--- config.mk ---
export PLATFORM = sky130hd
export DESIGN_NAME = latq_bank_writer
export DESIGN_NICKNAME = d
export VERILOG_FILES = /design/src/rtl/latq_bank_writer.sv
export SDC_FILE = /design/constraint.sdc
export NUM_CORES = 1
export LEC_CHECK = 0
export CORE_ASPECT_RATIO = 1.5
export CORE_MARGIN = 5
export CORE_UTILIZATION = 25
export CTS_CLUSTER_SIZE = 30
export DETAILED_ROUTE_END_ITERATION = 8
export SLEW_MARGIN = 20
export SYNTH_ARGS = -nofsm -noshare
export SYNTH_HDL_FRONTEND = slang
export SYNTH_SLANG_ARGS = --single-unit
--- constraint.sdc ---
create_clock -name CLK -period 1.8 [get_ports CLK]
set_input_delay 0.36 -clock CLK [delete_from_list [all_inputs] [get_ports CLK]]
set_output_delay 0.36 -clock CLK [all_outputs]
set_load 0.05 [all_outputs]
--- src/rtl/latq_bank_writer.sv ---
// Write sequencer for a bank of transparent latches: turns a one-cycle request
// into setup / one-hot enable pulse / hold, with every output registered.
module latq_bank_writer #(
  parameter int unsigned WIDTH    = 8,
  parameter int unsigned DEPTH    = 4,
  parameter int unsigned AW       = 2,
  parameter int unsigned E_CYCLES = 1
) (
  input  logic             CLK,
  input  logic             RST,
  input  logic             REQ,
  input  logic [AW-1:0]    ADDR,
  input  logic [WIDTH-1:0] WDATA,
  output logic             READY,
  output logic             ACK,
  output logic             ERR,
  output logic [WIDTH-1:0] D,
  output logic [DEPTH-1:0] E
);

  localparam int unsigned   CW       = $clog2(E_CYCLES + 1);
  localparam logic [CW-1:0] CNT_MAX  = CW'(E_CYCLES);
  localparam logic [CW-1:0] CNT_LAST = CW'(E_CYCLES - 1);

  typedef enum logic [1:0] {IDLE, SETUP, PULSE, HOLD} state_t;

  state_t           state_q, state_n;
  logic [AW-1:0]    addr_q, addr_n;
  logic             in_range_q, in_range_n;
  logic [CW-1:0]    cnt_q, cnt_n;
  logic [WIDTH-1:0] d_n;
  logic [DEPTH-1:0] e_n;
  logic             ready_n, ack_n, err_n;

  always_comb begin
    state_n    = state_q;
    addr_n     = addr_q;
    in_range_n = in_range_q;
    cnt_n      = cnt_q;
    d_n        = D;
    case (state_q)
      IDLE: begin
        if (REQ) begin
          state_n    = SETUP;
          addr_n     = ADDR;
          d_n        = WDATA;
          in_range_n = 1'b0;
          for (int unsigned i = 0; i < DEPTH; i++) begin
            if (ADDR == AW'(i)) in_range_n = 1'b1;
          end
        end
      end
      SETUP: begin
        state_n = PULSE;
        cnt_n   = '0;
      end
      PULSE: begin
        if (cnt_q != CNT_MAX) cnt_n = cnt_q + 1'b1;
        if (cnt_q == CNT_LAST) state_n = HOLD;
      end
      HOLD:    state_n = IDLE;
      default: state_n = IDLE;
    endcase

    // Outputs are decoded from the next state so they come straight from flops.
    e_n = '0;
    for (int unsigned i = 0; i < DEPTH; i++) begin
      e_n[i] = (state_n == PULSE) && in_range_n && (addr_n == AW'(i));
    end
    ready_n = (state_n == IDLE);
    ack_n   = (state_n == HOLD);
    err_n   = (state_n == HOLD) && !in_range_n;
  end

  always_ff @(posedge CLK) begin
    if (RST) begin
      state_q    <= IDLE;
      addr_q     <= '0;
      in_range_q <= 1'b0;
      cnt_q      <= '0;
      D          <= '0;
      E          <= '0;
      READY      <= 1'b1;
      ACK        <= 1'b0;
      ERR        <= 1'b0;
    end else begin
      state_q    <= state_n;
      addr_q     <= addr_n;
      in_range_q <= in_range_n;
      cnt_q      <= cnt_n;
      D          <= d_n;
      E          <= e_n;
      READY      <= ready_n;
      ACK        <= ack_n;
      ERR        <= err_n;
    end
  end

endmodule

; Yosys cells after proc, flatten, opt, wreduce, memory -nomap -nowiden
; Cells that the tools add are included.
[totals]
out_inout_bits = 15
register_bits = 21
elab_cells = 47
inputBits = 13
[op_classes]
reduce_logical = 13
muxes = 13
n_eq_ne = 11
n_addsub = 1
[op_table]
columns = op, n
row1 = $eq 2x2->1 const B, 8
row2 = $logic_not 2->1, 4
row3 = $mux 2, 4
row4 = $pmux 2 s4, 1
row5 = $mux 1, 7
row6 = $eq 2x1->1 const B, 3
row7 = $logic_and 1x1->1, 6
row8 = $pmux 1 s2, 1
row9 = $reduce_and 2->1, 1
row10 = $reduce_bool 2->1, 1
row11 = $add 1x1->1 const B, 1
row12 = $logic_not 1->1, 1

; Depth between registers and ports, before layout
[depth]
word_depth = 9
depth_mapped = 7
mapped_depth_nobuf = 5

; Worst setup path before layout
; Ideal clock, no wire load.
[synth_path]
path_type = register to register
start = register state_q[0]
end = register E[0]
required_ps = 1669
synth_period_minus_slack_ps = 1452
path_stages_with_launch = 8
path_buffers = 2
setup_ps = 131
t_arrival_ps = 1320
path_slack_ps = 348
path_cell_list = dfxtp_1 -> inv_1 -> ha_1 -> and2_4 -> buf_6 -> buf_4 -> o21ai_0 -> nor4_1
[synth_via]
elab_chain_len = 5
elab_cells_between_ends = 13
cone_classes = eq/ne (4) / mux (5) / reduce/logical (4)
[synth_lines]
columns = item, line
row1 = "start, declared", 27  ; state_t state_q, state_n;
row2 = "start signal, assigned", 87  ; state_q <= state_n;
row3 = $eq 2x2->1 (tied with other cells), 41  ; case (state_q)
row4 = $pmux 2 s4, 41
row5 = $eq 2x2->1, 68  ; e_n[i] = (state_n == PULSE) && in_range_n && (addr_n == AW'(i));
row6 = $logic_and 1x1->1, 68
row7 = $logic_and 1x1->1 (*), 68
row8 = "end signal, assigned", 92  ; E <= e_n;
row9 = "end, declared", 18  ; output logic [DEPTH-1:0] E
; Mark *: on every way between the ends. The rest lies on a longest branch, timed or not.
; A chain may end at the register's enable or synchronous reset.

; Worst setup path in the final report
[layout_path]
start = register ERR
end = output port ERR
[layout_lines]
columns = item, line
row1 = "start, declared", 16  ; output logic ERR,
row2 = "start signal, assigned", 95  ; ERR <= err_n;
; No word-level cell between the ends.

==> impl_metrics.env <==
export IMPL_status="complete, no violations"
export IMPL_crit_family="buffers and inverters"
export IMPL_worstSkewPairLatency_ns=0.26
export IMPL_syn_area_um2=764
export IMPL_fin_setup_tns_ns=0
export IMPL_dr_total_vias=633
export IMPL_p_switching_w=0.000687
export IMPL_ctsHtreeMaxLevel=1
export IMPL_slowest_stage="clkdlybuf4s50_1"
export IMPL_avgSynthCellArea_um2=9.68
export IMPL_wl_per_cell_um=11.6
export IMPL_slew_viol_final=0
export IMPL_cts_tree="yes"
export IMPL_slowest_delay_ns=0.80
export IMPL_max_freq_mhz=577
export IMPL_cts_sink_count=21
export IMPL_switching_share_pct=40.6
export IMPL_layout_nets=126
export IMPL_ys_types=21
export IMPL_fin_skew_ns=0.000997
export IMPL_synth_seq_cells=21
export IMPL_drc=0
export IMPL_gp_congestion=0.630
export IMPL_seqCellArea_um2=420
export IMPL_fin_total_pwr_w=0.00169
export IMPL_dieArea_um2=4290
export IMPL_numCtsBuffers=3
export IMPL_pwr_share_clk_pct=17.8
export IMPL_combPwrFrac_pct=46.3
export IMPL_fin_crit_sh_pct=96.2
export IMPL_postCtsSetupBuffers=0
export IMPL_cp_required_ns=1.44
export IMPL_critPathLaunchType="flip-flop"
export IMPL_ys_seq_area_share_pct=55.0
export IMPL_via_per_inst=4.28
export IMPL_place_hpwl_um=1340
export IMPL_clkSlewWorstSetupHoldPaths_ns=0.07
export IMPL_worst_setup_path_end_kind="output port"
export IMPL_pwr_share_seq_pct=35.9
export IMPL_chipHeight_um=77.7
export IMPL_cts_hold_buf=0
export IMPL_drive_above_1_share_pct=21.1
export IMPL_grt_max_degree=15
export IMPL_finalSetupViolations=0
export IMPL_grt_pass1_vias=672
export IMPL_die_w_um=55.2
export IMPL_power_leakage_nw=0.454
export IMPL_num_rows=24
export IMPL_critical_path_class="flip-flop to output port"
export IMPL_diodes=0
export IMPL_multiInputGateArea_um2=314
export IMPL_grt_pass1_wl_um=2800
export IMPL_firstDrtPassIters=4
export IMPL_nFillCells=321
export IMPL_cts_resized=0
export IMPL_start_util_pct=26.0
export IMPL_clock_path_buffers=2
export IMPL_worst_slack_ns=0.0677
export IMPL_finish_utilization_pct=37.1
export IMPL_cts_root_buf="clkbuf_8"
export IMPL_core_area_um2=2940
export IMPL_path_buf_inv=1
export IMPL_drt_initial_drc_count=10
export IMPL_worstPathMaxFanout=1
export IMPL_hold_class="flip-flop to flip-flop"
export IMPL_fin_crit_ns=1.73
export IMPL_ir_drop_v=0.000504
export IMPL_ant_nets=0
export IMPL_synth_nets=95
export IMPL_worst_pin_slew_ns=0.499
export IMPL_rsz0062_at_grt="false"
export IMPL_worstPathCellList="clkdlybuf4s50_1"
export IMPL_r2r_slack_ns=0.25
export IMPL_area_delta_synth_final_pct=42.9
export IMPL_antenna_found_initial=0
export IMPL_hold_violations=0
export IMPL_io_buffers=27
export IMPL_final_cell_mix="dfxtp_1 (21), nand2_1 (18), clkdlybuf4s50_1 (15), buf_4 (14), a21oi_1 (8)"
export IMPL_cp_arrival_ns=1.37
export IMPL_gr_usage_all_layers_pct=9.20
export IMPL_io_pins=28
export IMPL_power_density_nw_per_um2=1550
export IMPL_pre_cts_slack_ns=0.0314
export IMPL_p_int_w=0.00100
export IMPL_yosysWarnings=0
export IMPL_drt_wl_total_um=1710
export IMPL_grt_ovfl_total=0
export IMPL_final_common_cell="dfxtp_1"
export IMPL_cap_violations=0
export IMPL_slew_headroom_pct=66.6
export IMPL_synth_cells=79
## worst register-to-register path, stage by stage (launching register included)
cell	delay [ns]
dfxtp_1	0.31
inv_1	0.08
ha_1	0.24
or2_2	0.28
a31oi_2	0.37
and3_1	0.21
## cells by family after synthesis
| family | count (synthesis) | share of synthesized area, % |
|---|---|---|
| simple gates | 34 | 20.3 |
| flops | 21 | 55.0 |
| compound gates | 11 | 8.51 |
| buf+inv | 5 | 3.93 |
| mux | 5 | 7.36 |
| fa+ha+maj | 3 | 4.91 |
## sequential cells by signal (all words and copies together) (netlist names)
| name | flops |
|---|---|
| in_range_q | 1 |
| D | 8 |
| READY | 1 |
| state_q | 2 |
| addr_q | 2 |
| ERR | 1 |
| cnt_q | 1 |
| ACK | 1 |
| E | 4 |
## through the flow
step	hold WS [ns]	cell area, um^2	instances
floorplan	0.429	764	79
CTS	0.463	1090	148
global placement	0.446	1050	144
finish	0.459	1090	148
detailed placement	0.452	1050	144
global route	0.487	1090	148
## power groups by stage
stage	clock (W)	combinational, W	sequential [W]
3_5_place_dp	0	0.000790	0.000617
3_3_place_gp	0	0.000776	0.000614
2_1_floorplan	0	0.000370	0.000832
6_report	0.000301	0.000783	0.000606
4_1_cts	0.000319	0.000793	0.000607
5_1_grt	0.000333	0.000854	0.000620
## per-layer routing
layer	global-route usage, %	vias to the layer above	wire, um
li1	-	320	-
met1	9.33	286	682
met2	15.2	22	874
met3	2.11	5	83
met4	7.30	0	70
met5	0	-	0
## area by class of cell
type                            instances  share of cell area, %
Sequential cell                        21                   38.5
Clock inverter                          1                  0.458
Multi-Input combinational cell         53                   28.8
Timing Repair Buffer                   29                   23.4
Clock buffer                            3                   3.78
Tap cell                               39                   4.47
Inverter                                2                  0.687
## worst paths after layout
kind	start	endpoint	cells past startpoint
setup / recovery	ERR$_SDFF_PP0_	ERR	1
hold / removal	D[1]$_SDFFE_PP0P_	D[1]$_SDFFE_PP0P_	2
setup reg to reg	state_q[0]$_SDFF_PP0_	ERR$_SDFF_PP0_	5
hold reg to reg	D[1]$_SDFFE_PP0P_	D[1]$_SDFFE_PP0P_	2
## synthesized netlist by cell type
cell type  instances  area share, %
buf_4              1           0.98
mux2_2             1            1.5
inv_1              2           0.98
nor2_1             6            2.9
buf_6              1            1.5
and2_4             1            1.1
and2_1             1           0.82
or2_2              1           0.82
a31oi_2            1            1.6
dfxtp_1           21             55
mux2i_1            3            3.9
a21oi_1            8            5.2
clkbuf_1           1           0.49
mux2_4             1            2.0
and3_1             1           0.82
nor4_1             4            3.3
ha_1               3            4.9
nand2_1           18            8.8
o21bai_1           1           0.98
o21ai_0            1           0.65
nor2b_1            2            1.6
Power figures use the tool's default switching activity.
